[src/rtl/cpu_common.sv]
// cpu_common: constants and types shared between fetch and decode
package cpu_common;
  localparam int FETCH_ADDR_WIDTH = 13;
  localparam int unsigned FETCH_RESET_VECTOR = 0;
  typedef logic [15:0] inst_word_t;
endpackage

[src/rtl/fetch_fifo.sv]
// fetch_fifo: synchronous prefetch FIFO with flush, head data forced to zero when empty
module fetch_fifo #(
  parameter int DW = 16,
  parameter int DEPTH = 2
) (
  input  logic                         clk,
  input  logic                         rst,
  input  logic                         flush_i,
  input  logic                         push_i,
  input  logic                         pop_i,
  input  logic [DW-1:0]                wdata_i,
  output logic [DW-1:0]                rdata_o,
  output logic [$clog2(DEPTH+1)-1:0]   count_o
);
  localparam int PW = $clog2(DEPTH);
  localparam int CW = $clog2(DEPTH+1);
  logic [DW-1:0] mem_q [DEPTH];
  logic [PW-1:0] wp_q, rp_q;
  logic [CW-1:0] cnt_q;
  logic do_pop;
  assign do_pop = pop_i & (cnt_q != '0);
  assign count_o = cnt_q;
  assign rdata_o = (cnt_q != '0) ? mem_q[rp_q] : '0;
  // pointers and occupancy; flush empties the FIFO in one edge
  always_ff @(posedge clk or posedge rst)
    if (rst) begin
      wp_q <= '0;
      rp_q <= '0;
      cnt_q <= '0;
    end else if (flush_i) begin
      wp_q <= '0;
      rp_q <= '0;
      cnt_q <= '0;
    end else begin
      if (push_i) wp_q <= wp_q + PW'(1);
      if (do_pop) rp_q <= rp_q + PW'(1);
      cnt_q <= cnt_q + CW'(push_i) - CW'(do_pop);
    end
  // storage is only meaningful below cnt_q, so it carries no reset
  always_ff @(posedge clk)
    if (push_i & !flush_i) mem_q[wp_q] <= wdata_i;
endmodule

[src/rtl/fetch.sv]
// fetch: program counter, single-outstanding read issue and prefetch buffering
module fetch
  import cpu_common::*;
#(
  parameter int ADDR_WIDTH = FETCH_ADDR_WIDTH,
  parameter int BUF_DEPTH = 2,
  parameter int unsigned RESET_VECTOR = FETCH_RESET_VECTOR
) (
  input  logic                  clk,
  input  logic                  rst_async,
  output logic [ADDR_WIDTH-1:0] mem_addr,
  output logic                  mem_rd,
  input  inst_word_t            mem_rdata,
  output inst_word_t            inst,
  output logic [ADDR_WIDTH-1:0] inst_pc,
  output logic                  inst_valid,
  input  logic                  inst_ack,
  input  logic                  pc_load,
  input  logic [ADDR_WIDTH-1:0] pc_new,
  input  logic                  halt
);
  localparam int CW = $clog2(BUF_DEPTH+1);
  localparam int DW = $bits(inst_word_t) + ADDR_WIDTH;
  logic [ADDR_WIDTH-1:0] pc_q, pc_d, ifa_q, ifa_d;
  logic inflight_q, inflight_d;
  logic [CW-1:0] count;
  logic [CW:0] occ;
  logic [DW-1:0] head;
  logic pop, push;
  // occupancy counts the outstanding read so a returning word always has a slot
  assign occ = {1'b0, count} + {{CW{1'b0}}, inflight_q};
  assign mem_rd = !rst_async & !halt & !pc_load & ((occ < (CW+1)'(BUF_DEPTH)) | (inst_ack & inst_valid));
  assign mem_addr = pc_q;
  assign inst_valid = count != '0;
  assign {inst, inst_pc} = head;
  assign pop = inst_ack & inst_valid & !pc_load;
  assign push = inflight_q & !pc_load;
  // redirect wins; otherwise advance on issue, and the outstanding flag follows mem_rd
  always_comb begin
    pc_d = pc_load ? pc_new : mem_rd ? pc_q + ADDR_WIDTH'(1) : pc_q;
    inflight_d = mem_rd;
    ifa_d = mem_rd ? pc_q : ifa_q;
  end
  // architectural state
  always_ff @(posedge clk or posedge rst_async)
    if (rst_async) begin
      pc_q <= ADDR_WIDTH'(RESET_VECTOR);
      inflight_q <= 1'b0;
      ifa_q <= '0;
    end else begin
      pc_q <= pc_d;
      inflight_q <= inflight_d;
      ifa_q <= ifa_d;
    end
  fetch_fifo #(.DW(DW), .DEPTH(BUF_DEPTH)) u_fifo (
    .clk(clk),
    .rst(rst_async),
    .flush_i(pc_load),
    .push_i(push),
    .pop_i(pop),
    .wdata_i({mem_rdata, ifa_q}),
    .rdata_o(head),
    .count_o(count)
  );
endmodule

[config.mk]
export PLATFORM = sky130hd
export DESIGN_NAME = fetch
export DESIGN_NICKNAME = d
export VERILOG_FILES = /design/src/rtl/cpu_common.sv /design/src/rtl/fetch_fifo.sv /design/src/rtl/fetch.sv
export SDC_FILE = /design/constraint.sdc
export NUM_CORES = 1
export LEC_CHECK = 0
export CAP_MARGIN = 10
export CORE_ASPECT_RATIO = 1.2
export CORE_MARGIN = 2
export CORE_UTILIZATION = 37
export CTS_BUF_LIST = sky130_fd_sc_hd__clkbuf_8 sky130_fd_sc_hd__clkbuf_16
export DETAILED_ROUTE_END_ITERATION = 6
export GPL_ROUTABILITY_DRIVEN = 0
export GPL_TIMING_DRIVEN = 0
export SLEW_MARGIN = 20
export SYNTH_ARGS = -nofsm -noshare
export SYNTH_HDL_FRONTEND = slang
export SYNTH_HIERARCHICAL = 1
export SYNTH_SLANG_ARGS = --single-unit
[constraint.sdc]
create_clock -name clk -period 5 [get_ports clk]
set_input_delay 0.5 -clock clk [delete_from_list [all_inputs] [get_ports clk]]
set_output_delay 0.5 -clock clk [all_outputs]
set_load 0.005 [all_outputs]
* Word level (Yosys, flattened, before mapping)
Memories as Yosys holds them, arrays and structs flattened.
Cells that the tools add are included.
** Operators by class
- Add/sub/neg operators :: 6
- Order comparisons :: 1
- Mux-type cells :: 10
- Bitwise operators :: 9
- Reductions and logical operators :: 7
** Operator list (number)
- 29-bit two-way mux :: 1
- 13-bit two-way mux :: 2
- 13-bit by 1-bit adder with 13-bit output (second input constant) :: 1
- 1-bit AND :: 8
- 2-bit nonzero test :: 4
- 1-bit two-way mux :: 6
- 2-bit by 1-bit adder with 3-bit output :: 1
- 1-bit logical NOT :: 3
- 3-bit by 2-bit less-than comparator with 1-bit output (second input constant) :: 1
- 1-bit adder (second input constant) :: 2
- 2-bit by 1-bit adder with 2-bit output :: 1
- 2-bit two-way mux :: 1
- 2-bit by 1-bit subtractor with 2-bit output :: 1
- 1-bit bitwise OR :: 1
** Storage, ports and cells
- Register bits :: 31
- RAM bits :: 58
- Input port bits :: 34
- Output and inout bits :: 44
- Memories kept :: 1
** Memories
- u_fifo.mem_q :: depth 2, width 29, read ports 1, clocked after Yosys merged registers in 0, write ports 1, line fetch_fifo.sv:17 : logic [DW-1:0] mem_q [DEPTH];

* Longest topological paths before layout
Gate-level depths: netlist of the first run.
- Word-level depth :: 6
- Gate-level depth with buffers :: 9
- Gate-level depth less buffers :: 8

* By module
Netlist of the first run, hierarchy kept.
** Modules (own cells, without submodules)
- fetch_fifo :: times used 1, cells each 144, area each 2454.9 µm²
- fetch :: times used 1, cells each 117, area each 1293.7 µm²

* Least setup slack after synthesis of the first run
Ideal clock, no wire load.
- Path kind :: input-to-reg
- Start point :: input pc_load
- End point :: memory u_fifo/mem_q[0][0] (netlist name) (enable)
- Setup time :: 457 ps
- Data arrival time :: 3114 ps
- Data required time :: 4543 ps
- Path slack :: 1429 ps
- Stages on the path :: 3
- Path through :: clkbuf_1 -> nor2b_1 -> nor3b_1
** On the way
- Word-level cells in the longest chain between the ends :: 5
** Ends and longest elaborated chain
- start: declaration :: line fetch.sv:18 : input logic pc_load,
- 1-bit logical NOT :: line fetch.sv:37 : assign push = inflight_q & !pc_load;
- 1-bit AND :: line fetch.sv:37
- named net push :: line fetch.sv:29 : logic pop, push;
- 1-bit AND :: line fetch_fifo.sv:41 : if (push_i & !flush_i) mem_q[wp_q] <= wdata_i;
- 1-bit two-way mux :: line fetch_fifo.sv:41
- 1-bit two-way mux (implied by the code) :: line fetch_fifo.sv:41
- end: declaration :: line fetch_fifo.sv:17
The timed path passes the listed nets, and every way through them passes these cells.

* Worst setup path in the final report of the first run
- Start point :: input pc_load
- End point :: output mem_rd
** On the way
- Word-level cells in the longest chain between the ends :: 3
** Ends and longest elaborated chain
- 1-bit logical NOT :: line fetch.sv:32 : assign mem_rd = !rst_async & !halt & !pc_load & ((occ < (CW+1)'(BUF_DEPTH)) | (inst_ack & inst_valid));
- 1-bit AND (2 in a row) :: line fetch.sv:32
- end: declaration :: line fetch.sv:12 : output logic mem_rd,
No other way between the ends.

==> run metrics, run 1 <==
final worst slack=1.91 ns; most frequent cells in the layout=77 x clkdlybuf4s50_1, 58 x edfxtp_1, 41 x nor2_1; setup bufs post-CTS=0; Num CTS Buffers=9; final instance area=around 0.005 mm^2; post-synthesis cell type count=40; number of global-route vias before repair=2382; LEAKAGE=~0.0018 uW; number of placed I/O pins=78; first-pass GRT wire length=~12 mm; Final ANT Viol Nets=0; width of the die=95.9 um; clock skew=0.00754 ns; CTS tree=done; Critical Path RT=4.50 ns; most common cell after layout, fill and taps aside=clkdlybuf4s50_1; # setup viols final=0; Hold WC Path Type=input port to asynchronous set/reset pin; CP arrival=2.59 ns; Die ar.=around 0.011 mm^2; chip height=approximately 110 um; Avg Cell Area, Syn=approximately 14 um^2; Clock transition at path regs=roughly 0.07 ns; Post-synth EDFFs=58; DRC viols=0; total grt overflow=0; WL per Instance=14.6 um; crit end category=primary output; Cell Area, Synth=0.00375 mm^2; Syn. warnings=6; CP startpoint kind=input port; Post-synth ARST share=0.348; status=completed; fin util=0.502; worst-skew pair later-pin latency=0.34 ns; RSZ-0062 raised after global routing=false; Worst Path Max Fanout=11; DRT iter0 DRCs=77; H-tree depth=3; final hold slack=roughly 0.46 ns; relative slew slack=0.464; Antenna Cells=0; period utilization=0.618; Layout Area Growth over Synthesis=33.4%; P per Cell Area=336 mW/mm^2; placed inst area=roughly 0.0047 mm^2; post-synthesis sequential area ratio=0.672; DR vias/cell=4.91; Final nets=389; first drt pass iteration count=4; Worst-Margin Slew=0.801 ns; #FFs+latches synth=between 80 and 90; Resized cells post-CTS=0; Synth Instances=261; ys flop type=edfxtp_1; Row Count=40; core footprint=approximately 0.01 mm^2; Max clock buf depth=2; initial core utilization=0.376; hpwl dp=4.98 mm; vias after detailed routing=between 2000 and 2500; max cap viols=0; Max VDD drop=approximately 0.17 mV; layout cells sized above 1=0.140; Final Power=1680 uW; wirelength, routed=about 7.1 mm; Max Clk Rate=about 320 MHz; pre-CTS setup slack=1.83 ns; pin count of the biggest net entering global routing=30; Worst Setup Path Type=input port to primary output; clock sink total=89; # hold bufs at CTS=0; clock root buffer=clkbuf_16; min Tclk post-route=a little over 3 ns; Mapped Nets=between 200 and 300; final number of hold-violating endpoints=0; IO Port Bufs=77; initial antenna violation count=0; Tot GR Track Use=0.143; fin. max-slew vios=0
-- worst paths after layout --
path                       depth (start not counted)  slack (ns)       start                 end
max in group asynchronous                          2        3.99   rst_async           ifa_q[11]
max                                                6        1.91     pc_load              mem_rd
max reg2reg                                        3        3.00  inflight_q  u_fifo/mem_q[0][4]
min                                                2        0.46   rst_async   u_fifo/count_o[0]
min in group clk                                   0        0.47    ifa_q[0]  u_fifo/mem_q[0][0]
min reg2reg                                        0        0.47    ifa_q[0]  u_fifo/mem_q[0][0]
-- sequential cells by signal (all words and copies together), names as in the netlist --
| name | cells |
|---|---|
| u_fifo/rp_q | 1 |
| mem_addr | 13 |
| u_fifo/wp_q | 1 |
| u_fifo/count_o | 2 |
| u_fifo/mem_q | 58 |
| ifa_q | 13 |
| inflight_q | 1 |
-- through the flow --
step	instances	setup TNS, ns
2_1_floorplan	261	0
3_3_place_gp	464	-20.77
3_5_place_dp	467	0
4_1_cts	483	0
5_1_grt	483	0
6_report	483	0
-- logic make-up after synthesis --
kind of cell    share of synthesized area
buf+inv                            0.0347
compound gates                     0.0501
flops                               0.672
xor+xnor                           0.0154
simple gates                       0.0951
mux                                 0.123
fa+ha+maj                          0.0100
-- critical path: stages --
cell and delay (ns):
clkdlybuf4s50_1 0.70, clkinv_1 0.39, nand2_1 0.24, inv_1 0.10
buf_4 0.19, clkdlybuf4s50_1 0.46
-- cell type report --
type                       instances  area [um^2]
fill                             884         4960
buffer                            10          100
clock inverter                     7         68.8
inverter                           8         30.0
multi-input combinational        154         1110
timing repair buffer              80          793
sequential                        89         2520
clock buffer                       9          225
tap                              126          158
-- where the power goes --
group          internal, uW  leakage (uW)  total (uW)  switching [uW]
clock network           387      0.000150         656             269
registers               840      0.000892         879            38.5
logic                  89.5      0.000725         145            55.7
-- synth_stat cells, types with 2 or more instances --
master / count / area, um^2
a31oi_1: 8 / 50.1
nor2_1: 41 / 154
edfxtp_1: 58 / 1740
mux2_2: 13 / 146
nand3_1: 2 / 10.0
nand4_1: 2 / 12.5
nand2_1: 8 / 30.0
o31ai_1: 5 / 37.5
buf_6: 5 / 56.3
mux2i_1: 30 / 300
or3_1: 3 / 18.8
nor2b_1: 3 / 18.8
o21a_1: 2 / 15.0
or4_1: 5 / 37.5
buf_4: 2 / 15.0
xnor2_1: 3 / 26.3
o211ai_1: 2 / 15.0
o21ai_0: 7 / 35.0
dfrtp_1: 31 / 776
and3_1: 2 / 12.5
o31a_1: 2 / 17.5
ha_1: 3 / 37.5
inv_1: 7 / 26.3
-- layer usage --
metal / up-vias / global-route usage / part of all wire
met2: 75 / 0.230 / 0.50
met5: - / 0 / 0
met4: 0 / 0.0771 / 0.027
li1: 1146 / - / -
met3: 14 / 0.0303 / 0.046
met1: 1137 / 0.180 / 0.42
No activity file was read; power rests on OpenSTA's default activity.
==> run 2: changes to the inputs <==
==> constraint.sdc (replaced) <==
create_clock -name clk -period 2.5 [get_ports clk]
set_input_delay 0.25 -clock clk [delete_from_list [all_inputs] [get_ports clk]]
set_output_delay 0.25 -clock clk [all_outputs]
set_load 0.005 [all_outputs]
==> run metrics, run 2 (same netlist as run 1, synthesis figures left out) <==
Num CTS Buffers=9 (unchanged); Antenna Cells=0 (unchanged); worst-skew pair later-pin latency=0.34 ns (about the same); wirelength, routed=6.96 mm (-1.3%); Row Count=40 (unchanged); final worst slack=0.142 ns (-1.77 ns); first drt pass iteration count=4 (unchanged); min Tclk post-route=about 2.4 ns; most flop-heavy register=u_fifo/mem_q; Die ar.=0.0110 mm^2 (unchanged); status=completed; layout cells sized above 1=0.143 (+0.00320); total grt overflow=0 (unchanged); DRC viols=0 (unchanged); clock sink total=89 (unchanged); first-pass GRT wire length=11.3 mm (-2.8%); Max VDD drop=0.266 mV (+56%); # hold bufs at CTS=0 (unchanged); hpwl dp=4.93 mm (-0.96%); Clock transition at path regs=0.06 ns (about the same); IO Port Bufs=77 (unchanged); number of global-route vias before repair=2315 (-2.8%); LEAKAGE=0.00176 uW (-0.39%); number of placed I/O pins=78 (unchanged); vias after detailed routing=2333 (-1.6%); CTS tree=done; H-tree depth=3 (unchanged); crit end category=primary output; Final ANT Viol Nets=0 (unchanged); initial core utilization=0.376 (unchanged); DRT iter0 DRCs=62 (-19%); Hold WC Path Type=input port to asynchronous set/reset pin; Critical Path RT=2.25 ns (-2.25 ns); CP startpoint kind=flip-flop; Max clock buf depth=2 (unchanged); Worst Path Max Fanout=11 (unchanged); # setup viols final=0 (unchanged); P per Cell Area=655 mW/mm^2 (+95%); DR vias/cell=4.84 (-1.4%); period utilization=0.943; max cap viols=0 (unchanged); WL per Instance=14.4 um (-1.1%); pre-CTS setup slack=-0.363 ns (-2.19 ns); Tot GR Track Use=0.138 (-0.00491); Fin Setup TNS=0 ns (unchanged); relative slew slack=0.357 (-0.106); fin. max-slew vios=0 (unchanged); core footprint=0.00996 mm^2 (unchanged); Worst Setup Path Type=flip-flop to primary output; pin count of the biggest net entering global routing=30 (unchanged); Final nets=388 (-0.26%); chip height=114 um (unchanged); final number of hold-violating endpoints=0 (unchanged); RSZ-0062 raised after global routing=false; most frequent cells in the layout=76 x clkdlybuf4s50_1, 58 x edfxtp_1, 40 x nor2_1; Worst-Margin Slew=0.958 ns (+0.157 ns); clock root buffer=clkbuf_16; Layout Area Growth over Synthesis=33.9%; initial antenna violation count=0 (unchanged); CP arrival=2.11 ns (-0.48 ns); Max Clk Rate=424 MHz; clock skew=0.00597 ns (-0.00157 ns); R2R cell count=8 (+5); most common cell after layout, fill and taps aside=clkdlybuf4s50_1; width of the die=95.9 um (unchanged); Largest register FFs=58 (unchanged)
-- run 2: worst max-delay path, cell delays in order, from the launching register on --
cell and delay, ns:
dfrtp_1 0.45, a21oi_4 0.19, o21a_2 0.21, nand2_1 0.14, inv_2 0.11, buf_6 0.16, clkdlybuf4s50_1 0.51
-- run 2: per-layer routing --
metal  share of wire  global-route usage
met4           0.027              0.0876
met3           0.035              0.0257
met5               0                   0
met1            0.43               0.171
met2            0.51               0.221
-- run 2: final timing paths --
path,from,slack (ns),end
max in group asynchronous,rst_async,1.62,ifa_q[11]
min in group clk,ifa_q[8],0.47,u_fifo/mem_q[1][8]
worst max-delay path,u_fifo/count_o[1],0.14,mem_rd
worst max register to register,u_fifo/count_o[1],0.51,u_fifo/count_o[1]
worst min register to register,ifa_q[8],0.47,u_fifo/mem_q[1][8]
worst min-delay path,rst_async,0.22,u_fifo/count_o[1]
-- run 2: layout make-up --
class,instances,area (um^2)
Buffer,10,104
Sequential cell,89,2520
Tap cell,126,158
Timing Repair Buffer,79,800
Inverter,8,31.3
Fill cell,889,4940
Clock buffer,11,253
Multi-Input combinational cell,154,1120
Clock inverter,5,31.3
-- run 2: metrics by stage --
step | utilization | hold slack (ns) | total power, uW | instance area (um^2) | std cells
6_report | 0.504 | 0.224 | 3290 | 5020 | 482
5_1_grt | 0.504 | 0.235 | 3410 | 5020 | 482
4_1_cts | 0.503 | 0.190 | 3330 | 5000 | 482
3_5_place_dp | 0.474 | 0.452 | 2080 | 4720 | 466
3_3_place_gp | 0.470 | 0.449 | 2070 | 4680 | 464
2_1_floorplan | - | 0.0161 | 1900 | 3750 | 261
-- run 2: report_power, final --
group	switching (uW)	internal (uW)
logic	111	180
clock network	516	723
registers	75.4	1680
total	703	2580
-- run 2: repair_timing --
| item | 4_1_cts | 5_1_grt |
|---|---|---|
| setup buffers | 0 | 0 |
| setup endpoints to repair | 12 | 1 |
| resized for setup | 3 | 4 |
==> run 3: changes to the inputs <==
--- a/config.mk
+++ b/config.mk
@@ -8,7 +8,7 @@
 export CAP_MARGIN = 10
 export CORE_ASPECT_RATIO = 1.2
 export CORE_MARGIN = 2
-export CORE_UTILIZATION = 37
+export CORE_UTILIZATION = 35
 export CTS_BUF_LIST = sky130_fd_sc_hd__clkbuf_8 sky130_fd_sc_hd__clkbuf_16
 export DETAILED_ROUTE_END_ITERATION = 6
 export GPL_ROUTABILITY_DRIVEN = 0
==> run metrics, run 3 (same netlist as run 1, synthesis figures left out) <==
# hold bufs at CTS=0 (unchanged); vias after detailed routing=2381 (+2.1%); placed insts=469 (+0.64%); Worst Path Max Fanout=11 (unchanged); final number of hold-violating endpoints=0 (unchanged); Worst Setup Path Type=flip-flop to primary output; Layout Area Growth over Synthesis=35.6%; clock sink total=89 (unchanged); pin count of the biggest net entering global routing=30 (unchanged); Largest register FFs=58 (unchanged); core footprint=0.0105 mm^2 (+5.1%); IO Port Bufs=77 (unchanged); Tot GR Track Use=0.133 (-0.00528); fin util=0.486 (-0.0182); hpwl dp=5.18 mm (+4.9%); Worst-Margin Slew=0.740 ns (-0.218 ns); number of global-route vias before repair=2390 (+3.2%); final worst slack=0.134 ns (-0.00740 ns); chip height=117 um (+2.7%); number of placed I/O pins=78 (unchanged); initial antenna violation count=0 (unchanged); wirelength, routed=7.32 mm (+5.1%); status=completed; Die ar.=0.0116 mm^2 (+5.5%); min Tclk post-route=2.37 ns (+0.00740 ns); WL per Instance=15.1 um (+4.2%); first-pass GRT wire length=12.1 mm (+6.3%); CP Launch Point=u_fifo/count_o[1]; DR vias/cell=4.90 (+1.2%); most frequent cells in the layout=76 x clkdlybuf4s50_1, 58 x edfxtp_1, 40 x nor2_1; Final nets=389 (+0.26%); crit end category=primary output; fin. max-slew vios=0 (unchanged); initial core utilization=0.358 (-0.0182); first drt pass iteration count=4 (unchanged); final hold slack=0.231 ns (+0.00752 ns); Max VDD drop=0.429 mV (+61%); pre-CTS setup slack=-0.326 ns (+0.0369 ns); CP arrival=2.12 ns (about the same); Critical Path RT=2.25 ns (about the same); worst-skew pair later-pin latency=0.33 ns (about the same); Antenna Cells=0 (unchanged); P per Cell Area=687 mW/mm^2 (+4.9%); Row Count=41 (+2.5%); Num CTS Buffers=9 (unchanged); clock skew=0.0102 ns (+0.00420 ns); Fin Setup TNS=0 ns (unchanged); period utilization=0.946 (+0.00296); clock root buffer=clkbuf_16; Max clock buf depth=2 (unchanged); RSZ-0062 raised after global routing=false; DRC viols=0 (unchanged); Max Clk Rate=423 MHz (-0.31%); relative slew slack=0.507 (+0.150); LEAKAGE=0.00180 uW (+2.3%); width of the die=98.5 um (+2.7%); Hold WC Path Type=input port to asynchronous set/reset pin; H-tree depth=3 (unchanged); total grt overflow=0 (unchanged); # setup viols final=0 (unchanged); CTS tree=done; layout cells sized above 1=0.148 (+0.00520); most common cell after layout, fill and taps aside=clkdlybuf4s50_1; Clock transition at path regs=0.06 ns (about the same); max cap viols=0 (unchanged); CP startpoint kind=flip-flop; most flop-heavy register=u_fifo/mem_q; DRT iter0 DRCs=66 (+6.5%); origin of the critical flop-to-flop path=u_fifo/count_o[1]; Layout Cells excl Fill=486 (+0.83%); Final ANT Viol Nets=0 (unchanged)
==> run 3: changes by cell type in the layout (fill, tap and decap cells not counted) <==
cell / previous run / this run
clkinvlp_4: 1 / 0
clkbuf_8: 2 / 0
clkbuf_16: 9 / 11
buf_4: 1 / 2
clkinv_1: 1 / 0
clkinv_2: 2 / 3
dlygate4sd2_1: 1 / 0
inv_6: 0 / 1
inv_4: 1 / 0
dlymetal6s2s_1: 0 / 1
bufinv_16: 0 / 1
==> run 3: what timing repair did <==
| item | 4_1_cts | 5_1_grt |
|---|---|---|
| setup endpoints to repair | 1 | 50 |
| gates resized for setup | 2 | 4 |
| endpoints found under the hold margin | 0 | 0 |
| buffers inserted | 0 | 1 |
==> run 3: through the flow <==
step                      total power (uW)  area (um^2)
after floorplan                       1900         3750
after global placement                2070         4690
after detailed placement              2080         4720
after CTS                             3540         5060
after global routing                  3630         5080
final                                 3490         5080
==> run 3: path summary, 6_finish.rpt <==
kind	to	slack (ns)	cells past startpoint
min reg2reg	u_fifo/mem_q[0][10]	0.47	0
max in group asynchronous	ifa_q[0]	1.74	2
min	u_fifo/count_o[0]	0.23	2
max	mem_rd	0.13	6
min in group clk	u_fifo/wp_q	0.37	2
max reg2reg	u_fifo/count_o[1]	0.54	8
==> run 3: critical path, stage by stage (launching register included) <==
cell,delay (ns)
dfrtp_1,0.45
a21oi_4,0.19
o21a_2,0.20
nand2_1,0.12
inv_1,0.13
buf_6,0.17
clkdlybuf4s50_1,0.51
==> run 3: layout make-up <==
class	count	area, um^2
clock inverters	5	57.6
multi-input cells	154	1120
flip-flops and latches	89	2520
plain buffers	10	104
repair buffers	80	811
inverters	8	31.3
well taps	129	161
fillers	960	5380
clock buffers	11	275
==> run 3: layer usage <==
metal,share of wire,global-route usage,vias to the layer above
met1,0.43,0.165,1146
met5,0,0,-
li1,-,-,1144
met2,0.50,0.216,77
met3,0.054,0.0346,14
met4,0.021,0.0625,0
==> run 3: power breakdown <==
| group | total [uW] | internal [uW] | switching [uW] |
|---|---|---|---|
| clock | 1440 | 897 | 543 |
| combinational | 292 | 181 | 111 |
| sequential | 1760 | 1680 | 78.0 |
